$ cat config.mk
export PLATFORM = sky130hd
export DESIGN_NAME = clint
export DESIGN_NICKNAME = d
export VERILOG_FILES = /design/src/rtl/clint.sv
export SDC_FILE = /design/constraint.sdc
export NUM_CORES = 1
export LEC_CHECK = 0
export CORE_ASPECT_RATIO = 1.25
export CORE_MARGIN = 5
export CORE_UTILIZATION = 58
export CTS_CLUSTER_DIAMETER = 80
export DETAILED_ROUTE_END_ITERATION = 16
export PLACE_DENSITY = 0.79
export SLEW_MARGIN = 10
export SYNTH_ARGS = -nofsm -noshare
export SYNTH_HDL_FRONTEND = slang
export SYNTH_SLANG_ARGS = --single-unit
$ cat constraint.sdc
create_clock -name clk -period 2.5 [get_ports clk]
set_input_delay 0.25 -clock clk [delete_from_list [all_inputs] [get_ports clk]]
set_output_delay 0.25 -clock clk [all_outputs]
set_load 0.01 [all_outputs]
$ cat src/rtl/clint.sv
// Core-local interruptor: 64-bit machine timer with compare, plus the software-interrupt bit.
// Single-cycle bus slave; interrupt outputs are registered levels.
module clint #(
    parameter logic [31:0] BASE_ADDR = 32'h0200_0000,
    parameter int          TICK_DIV  = 1
) (
    input  logic        clk,
    input  logic        rst,
    input  logic        clint_valid,
    input  logic        clint_instr,
    input  logic [31:0] clint_addr,
    input  logic [31:0] clint_wdata,
    input  logic [3:0]  clint_wstrb,
    output logic [31:0] clint_rdata,
    output logic        clint_ready,
    output logic        timer_irpt,
    output logic        soft_irpt
);

    localparam int            PW       = (TICK_DIV > 1) ? $clog2(TICK_DIV) : 1;
    localparam logic [PW-1:0] PRE_LAST = PW'(TICK_DIV - 1);

    localparam logic [13:0] W_MSIP    = 14'h0000;
    localparam logic [13:0] W_CMP_LO  = 14'h1000;
    localparam logic [13:0] W_CMP_HI  = 14'h1001;
    localparam logic [13:0] W_TIME_LO = 14'h2FFE;
    localparam logic [13:0] W_TIME_HI = 14'h2FFF;

    logic [63:0]   mtime_q, mtime_d;
    logic [63:0]   mtimecmp_q, mtimecmp_d;
    logic          msip_q, msip_d;
    logic [PW-1:0] pre_q, pre_d;
    logic [31:0]   rdata_q, rdata_d;
    logic          ready_q, ready_d;
    logic          timer_q, timer_d;
    logic          soft_q, soft_d;

    logic [29:0] off_w;
    logic [13:0] word;
    logic        in_range, acc, wr_en, tick;
    logic        unused_addr_bits;

    // Word offset; bits [1:0] of the byte address carry no information.
    assign off_w            = clint_addr[31:2] - BASE_ADDR[31:2];
    assign word             = off_w[13:0];
    assign in_range         = (off_w[29:14] == 16'h0000);
    assign acc              = clint_valid && in_range;
    assign wr_en            = acc && (clint_wstrb != 4'h0) && !clint_instr;
    assign unused_addr_bits = ^clint_addr[1:0];

    function automatic logic [31:0] merge_bytes(input logic [31:0] old_v,
                                                input logic [31:0] new_v,
                                                input logic [3:0]  strb);
        logic [31:0] r;
        r = old_v;
        for (int b = 0; b < 4; b++) begin
            if (strb[b]) r[8*b +: 8] = new_v[8*b +: 8];
        end
        return r;
    endfunction

    always_comb begin
        tick  = 1'b0;
        pre_d = pre_q + 1'b1;
        if (pre_q == PRE_LAST) begin
            pre_d = '0;
            tick  = 1'b1;
        end

        mtime_d    = tick ? mtime_q + 64'd1 : mtime_q;
        mtimecmp_d = mtimecmp_q;
        msip_d     = msip_q;
        rdata_d    = 32'h0;

        if (acc && !wr_en) begin
            unique case (word)
                W_MSIP:    rdata_d = {31'h0, msip_q};
                W_CMP_LO:  rdata_d = mtimecmp_q[31:0];
                W_CMP_HI:  rdata_d = mtimecmp_q[63:32];
                W_TIME_LO: rdata_d = mtime_q[31:0];
                W_TIME_HI: rdata_d = mtime_q[63:32];
                default:   rdata_d = 32'h0;
            endcase
        end

        // A bus write to mtime overrides that cycle's increment.
        if (wr_en) begin
            unique case (word)
                W_MSIP:    if (clint_wstrb[0]) msip_d = clint_wdata[0];
                W_CMP_LO:  mtimecmp_d[31:0]  = merge_bytes(mtimecmp_q[31:0], clint_wdata, clint_wstrb);
                W_CMP_HI:  mtimecmp_d[63:32] = merge_bytes(mtimecmp_q[63:32], clint_wdata, clint_wstrb);
                W_TIME_LO: mtime_d = {mtime_q[63:32], merge_bytes(mtime_q[31:0], clint_wdata, clint_wstrb)};
                W_TIME_HI: mtime_d = {merge_bytes(mtime_q[63:32], clint_wdata, clint_wstrb), mtime_q[31:0]};
                default:   ;
            endcase
        end

        ready_d = acc;
        timer_d = (mtime_q >= mtimecmp_q);
        soft_d  = msip_q;
    end

    always_ff @(posedge clk) begin
        if (!rst) begin
            mtime_q    <= 64'h0;
            mtimecmp_q <= 64'hFFFF_FFFF_FFFF_FFFF;
            msip_q     <= 1'b0;
            pre_q      <= '0;
            rdata_q    <= 32'h0;
            ready_q    <= 1'b0;
            timer_q    <= 1'b0;
            soft_q     <= 1'b0;
        end else begin
            mtime_q    <= mtime_d;
            mtimecmp_q <= mtimecmp_d;
            msip_q     <= msip_d;
            pre_q      <= pre_d;
            rdata_q    <= rdata_d;
            ready_q    <= ready_d;
            timer_q    <= timer_d;
            soft_q     <= soft_d;
        end
    end

    assign clint_rdata = rdata_q;
    assign clint_ready = ready_q;
    assign timer_irpt  = timer_q;
    assign soft_irpt   = soft_q;

endmodule

Word-level counts from Yosys, hierarchy flattened
Index checks and enable logic that the tools add are counted.
{"block": "classes", "reduce_logical": 28, "mux": 8, "addsub": 3, "eq_ne": 14, "n_lt_le_gt_ge": 1}
{"op": "$pmux 32 s5", "n": 1}
{"op": "$mux 64", "n": 2}
{"op": "$pmux 64 s2", "n": 1}
{"op": "$add 64x1->64 const B", "n": 1}
{"op": "$ge 64x64->1", "n": 1}
{"op": "$mux 8", "n": 4}
{"op": "$sub 30x24->30 const B", "n": 1}
{"op": "$eq 14x13->1 const B", "n": 2}
{"op": "$eq 14x14->1 const B", "n": 2}
{"op": "$reduce_and 3->1", "n": 9}
{"op": "$ne 3x3->1 const B", "n": 8}
{"op": "$reduce_and 2->1", "n": 10}
{"op": "$logic_not 16->1", "n": 1}
{"op": "$logic_not 14->1", "n": 1}
{"op": "$logic_and 1x1->1", "n": 4}
{"op": "$ne 2x2->1 const B", "n": 2}
{"op": "$reduce_bool 4->1", "n": 1}
{"op": "$logic_not 1->1", "n": 2}
{"op": "$add 1x1->1 const B", "n": 1}
{"block": "totals", "regBits": 165}

Longest topological paths before layout
Gate-level depths: netlist of the first run.
{"block": "depth", "depth_word": 8, "depth_mapped": 11, "ltp_nobuf": 8}

Least setup slack after synthesis of the first run
No wires, ideal clock.
{"block": "synth_timing", "kind": "input to register", "from": "in clint_addr[29]", "to": "reg mtimecmp_q[50]", "t_arrival_ps": 2037, "setup_time_ps": 144, "slack_ps": 319, "required_time_ps": 2356, "path_buffers": 2, "path_stages": 7, "cell_sequence": "or4b_4 -> or4_4 -> nor3_4 -> and3_1 -> buf_6 -> buf_12 -> o211ai_1"}
{"block": "synth_between", "elab_chain_len": 6}
{"item": "from (decl)", "line_no": "11", "source": "input logic [31:0] clint_addr,"}
{"item": "$sub 30x24->30", "line_no": "44", "source": "assign off_w = clint_addr[31:2] - BASE_ADDR[31:2];"}
{"item": "$logic_not 16->1", "line_no": "46", "source": "assign in_range = (off_w[29:14] == 16'h0000);"}
{"item": "$logic_and 1x1->1", "line_no": "47", "source": "assign acc = clint_valid && in_range;"}
{"item": "$logic_and 1x1->1 (2 in series)", "line_no": "48", "source": "assign wr_en = acc && (clint_wstrb != 4'h0) && !clint_instr;"}
{"item": "$reduce_and 3->1 (no line)"}
{"item": "to (signal assigned)", "line_no": "115", "source": "mtimecmp_q <= mtimecmp_d;"}
{"item": "to (decl)", "line_no": "30", "source": "logic [63:0] mtimecmp_q, mtimecmp_d;"}
No other way between the ends.
A chain may end at the register's enable or synchronous reset.

Worst setup path after layout of the first run
{"block": "layout_timing", "from": "reg mtime_q[25]", "to": "reg timer_q (netlist: timer_irpt)"}
{"block": "layout_between", "elab_chain_len": 1}
{"item": "from (decl)", "line_no": "29", "source": "logic [63:0] mtime_q, mtime_d;"}
{"item": "from (signal assigned)", "line_no": "114", "source": "mtime_q <= mtime_d;"}
{"item": "$ge 64x64->1", "line_no": "99", "source": "timer_d = (mtime_q >= mtimecmp_q);"}
{"item": "to (signal assigned)", "line_no": "120", "source": "timer_q <= timer_d;"}
{"item": "to (decl)", "line_no": "35", "source": "logic timer_q, timer_d;"}
No other way between the ends.

==> summary.txt, run 1 <==
Final layout
  – Multi-input logic area: about 0.0060 mm2
  – Filler cell count: approximately 1300
  – Most common cell after layout, fill and taps aside: dfxtp_1
  – Area delta synth->final: 27.2%
  – Diodes inserted: 0
  – Reg area: 0.00330 mm2
  – # nets final: about 1500
  – Layout cell share with drive strength beyond 1: about 16%
  – Most frequent cells in the layout: dfxtp_1, nand2_1, buf_4

CTS
  – CTS buffer count: 17
  – Setup Buffers After CTS: 0
  – TritonCTS clock tree: yes
  – Htree depth: 4
  – CTS Buffer Depth: 2
  – Worst skew pair latency: roughly 0.44 ns
  – Clk Tree Root Cell: clkbuf_16
  – CTS clk-pin slew, worst paths: 0.06 ns
  – Clock sinks: about 170

GRT
  – GR Util met3: 5.17%
  – Met2 usage: 56.6%
  – Gr usage total: between 30% and 40%
  – Global route hottest layer: met2
  – Vias in the first global route: a little over 10000
  – Global route overflow: 0
  – Largest net degree at the start of global routing: 59
  – Initial antenna violation count: 0
  – Met1 track demand over resource: a little under two fifths
  – First-pass GRT wire length: just over 50000 um

Yosys
  – Netlist cell types: 75
  – Post-synthesis async set-or-reset flop share: 0%
  – Sequential fraction of the synthesis area: 33.4%
  – Syn_area_per_cell: 8.34 um2
  – Syn Inst Count: 1185
  – Top_reg_cell synth: dfxtp_1
  – Syn_nets: 1323
  – Number of enable flip-flop cells after synthesis: 0
  – Synthesized cell area: about 0.01 mm2
  – Seq cells post-synth: roughly 170
  – YS warnings: 0

Place
  – Routability cong.: between 0.9 and 1
  – IO buf count: approximately 100
  – Setup Slack @ Placement: -0.304 ns
  – Post-DP HPWL: between 20000 and 25000 um

Floorplanning
  – Die X: roughly 130 um
  – FP Rows: 53
  – I/O pin cnt: around 110
  – Die height: 156 um
  – Die area: 0.0198 mm2
  – Initial Util: about three fifths
  – Core area: around 0.017 mm2

Setup path
  – Slowest stage cell, crit path: dfxtp_1
  – CP Cell Sequence: ha_1 -> a21o_1 -> a221o_1 -> a221oi_1 -> o21ai_0 -> a21oi_1 -> o211ai_1
  – Crit Path Category: flip-flop to flip-flop
  – Top delay family on crit path: compound AO/OA/AOI/OAI gates
  – Critical path launch point type: flip-flop
  – CP required: between 2 and 3 ns
  – CP bufs+invs: 0
  – Critical path capture point type: flip-flop
  – Worst EP arrival: between 2 and 3 ns
  – Crit Path Max Fanout: 5
  – Critical Path Max Stage Delay: ~0.46 ns

Route
  – Avg WL per Cell: between 20 and 25 um
  – DR pass1 iterations: 6
  – DR DRC count: 0
  – ANT nets after route: 0
  – Final WL: around 32000 um
  – Vias: about 10000
  – Starting DRT DRC Count: roughly 980
  – Vias per std cell: ~6.4

STA
  – Setup-failing EPs final: 0
  – Slew margin rel.: ~64%
  – Fin crit share: between 90 and 100%
  – RSZ-0062 raised after global routing: no
  – Fin. Hold Viols: 0
  – Fmax: about 400 MHz
  – Fin worst setup slack: between 0.02 and 0.025 ns
  – Shortest period the worst path allows: about 2.5 ns
  – Final worst clock skew: roughly 0.0074 ns
  – Worst Tran Pin Value: between 0.5 and 0.6 ns
  – Worst hold slack: between 0.2 and 0.3 ns
  – Max Slew Vio Count: 0

Power
  – Final Power: between 5 and 6 mW
  – PD cells: 448 mW/mm2
  – Lkg Pwr: 5.80 nW
  – VDD IR max: between 0.4 and 0.5 mV

Flow run
  – Maxcap violations: 0

Hold path
  – Worst Hold Class: input pin to flip-flop

Run status
  – Outcome: complete, no violations
## area by class of cell
| cell class | instances | area share [%] |
|---|---|---|
| flip-flops and latches | 165 | 26.3 |
| clock inverters | 10 | 0.986 |
| clock buffers | 21 | 3.74 |
| inverters | 77 | 2.30 |
| well taps | 220 | 2.19 |
| multi-input cells | 879 | 47.9 |
| repair buffers | 230 | 16.6 |
## power by group
group	internal, mW	switching, mW	leakage [nW]
clock network	1.55	1.12	0.286
logic	0.155	0.177	4.18
registers	2.63	0.00306	1.33
## worst reg2reg max path, stage by stage (launching register included)
cell and delay [ns]:
dfxtp_1 0.46, ha_1 0.30, a21o_1 0.16, a221o_1 0.33, a221oi_1 0.42, o21ai_0 0.26
a21oi_1 0.23, o211ai_1 0.16
## kinds of logic after synthesis
family	synth area share [%]
fa+ha+maj	8.36
compound gates	20.8
other cells	0.0379
buf+inv	6.10
mux	8.93
flops	33.4
simple gates	22.0
xor+xnor	0.266
## through the flow
stage	area, um2	std cells	util, %	setup TNS (ns)
3_5_place_dp	12000	1571	71.2	-21.49
3_3_place_gp	12000	1571	71.2	-16.25
5_1_grt	12600	1602	74.9	0
4_1_cts	12600	1602	74.8	0
6_report	12600	1602	74.9	0
2_1_floorplan	9880	1185	-	0
## flip-flops by register name, summed over array words and instances (netlist names)
signal       flops
mtimecmp_q      64
timer_irpt       1
mtime_q         64
pre_q            1
msip_q           1
clint_rdata     32
clint_ready      1
soft_irpt        1
## timing repair
action	CTS	global route
pin swaps	0	0
resized for setup	1	3
setup endpoints to repair	1	24
hold buffers	0	0
## path summary, 6_finish.rpt
| path | from | end | slack [ns] | cells after the start |
|---|---|---|---|---|
| worst min-delay path | rst | msip_q | 0.30 | 3 |
| worst min register to register | mtimecmp_q[19] | clint_rdata[19] | 0.45 | 2 |
| worst max register to register | mtime_q[25] | timer_irpt | 0.02 | 7 |
| worst max-delay path | mtime_q[25] | timer_irpt | 0.02 | 7 |
## metal layers
layer	part of all wire (%)	wire, um	up-vias
met1	38	12400	4810
met2	50	16100	537
met5	0	0	-
met4	4.9	1580	0
met3	7.2	2330	129
li1	-	-	4784
## cells in the mapped netlist, drive strengths merged (21+ instances only)
master	number	area [um2]
a21oi	91	455
and3	27	169
buf	21	153
clkbuf	43	161
dfxtp	165	3300
ha	66	826
inv	75	282
mux2	33	372
mux2i	51	510
nand2	137	514
nand3	50	260
nand4	26	169
nor2	69	262
nor3	36	213
nor4	21	176
o211ai	24	200
o21ai	48	240
Power figures use the tool's default switching activity.
==> inputs of run 2 (changes only) <==
--- a/config.mk
+++ b/config.mk
@@ -5,6 +5,7 @@
 export SDC_FILE = /design/constraint.sdc
 export NUM_CORES = 1
 export LEC_CHECK = 0
+export CAP_MARGIN = 10
 export CORE_ASPECT_RATIO = 1.25
 export CORE_MARGIN = 5
 export CORE_UTILIZATION = 58
==> results of run 2 <==
The final DEF is identical to that of run 1; final timing and power are the same.
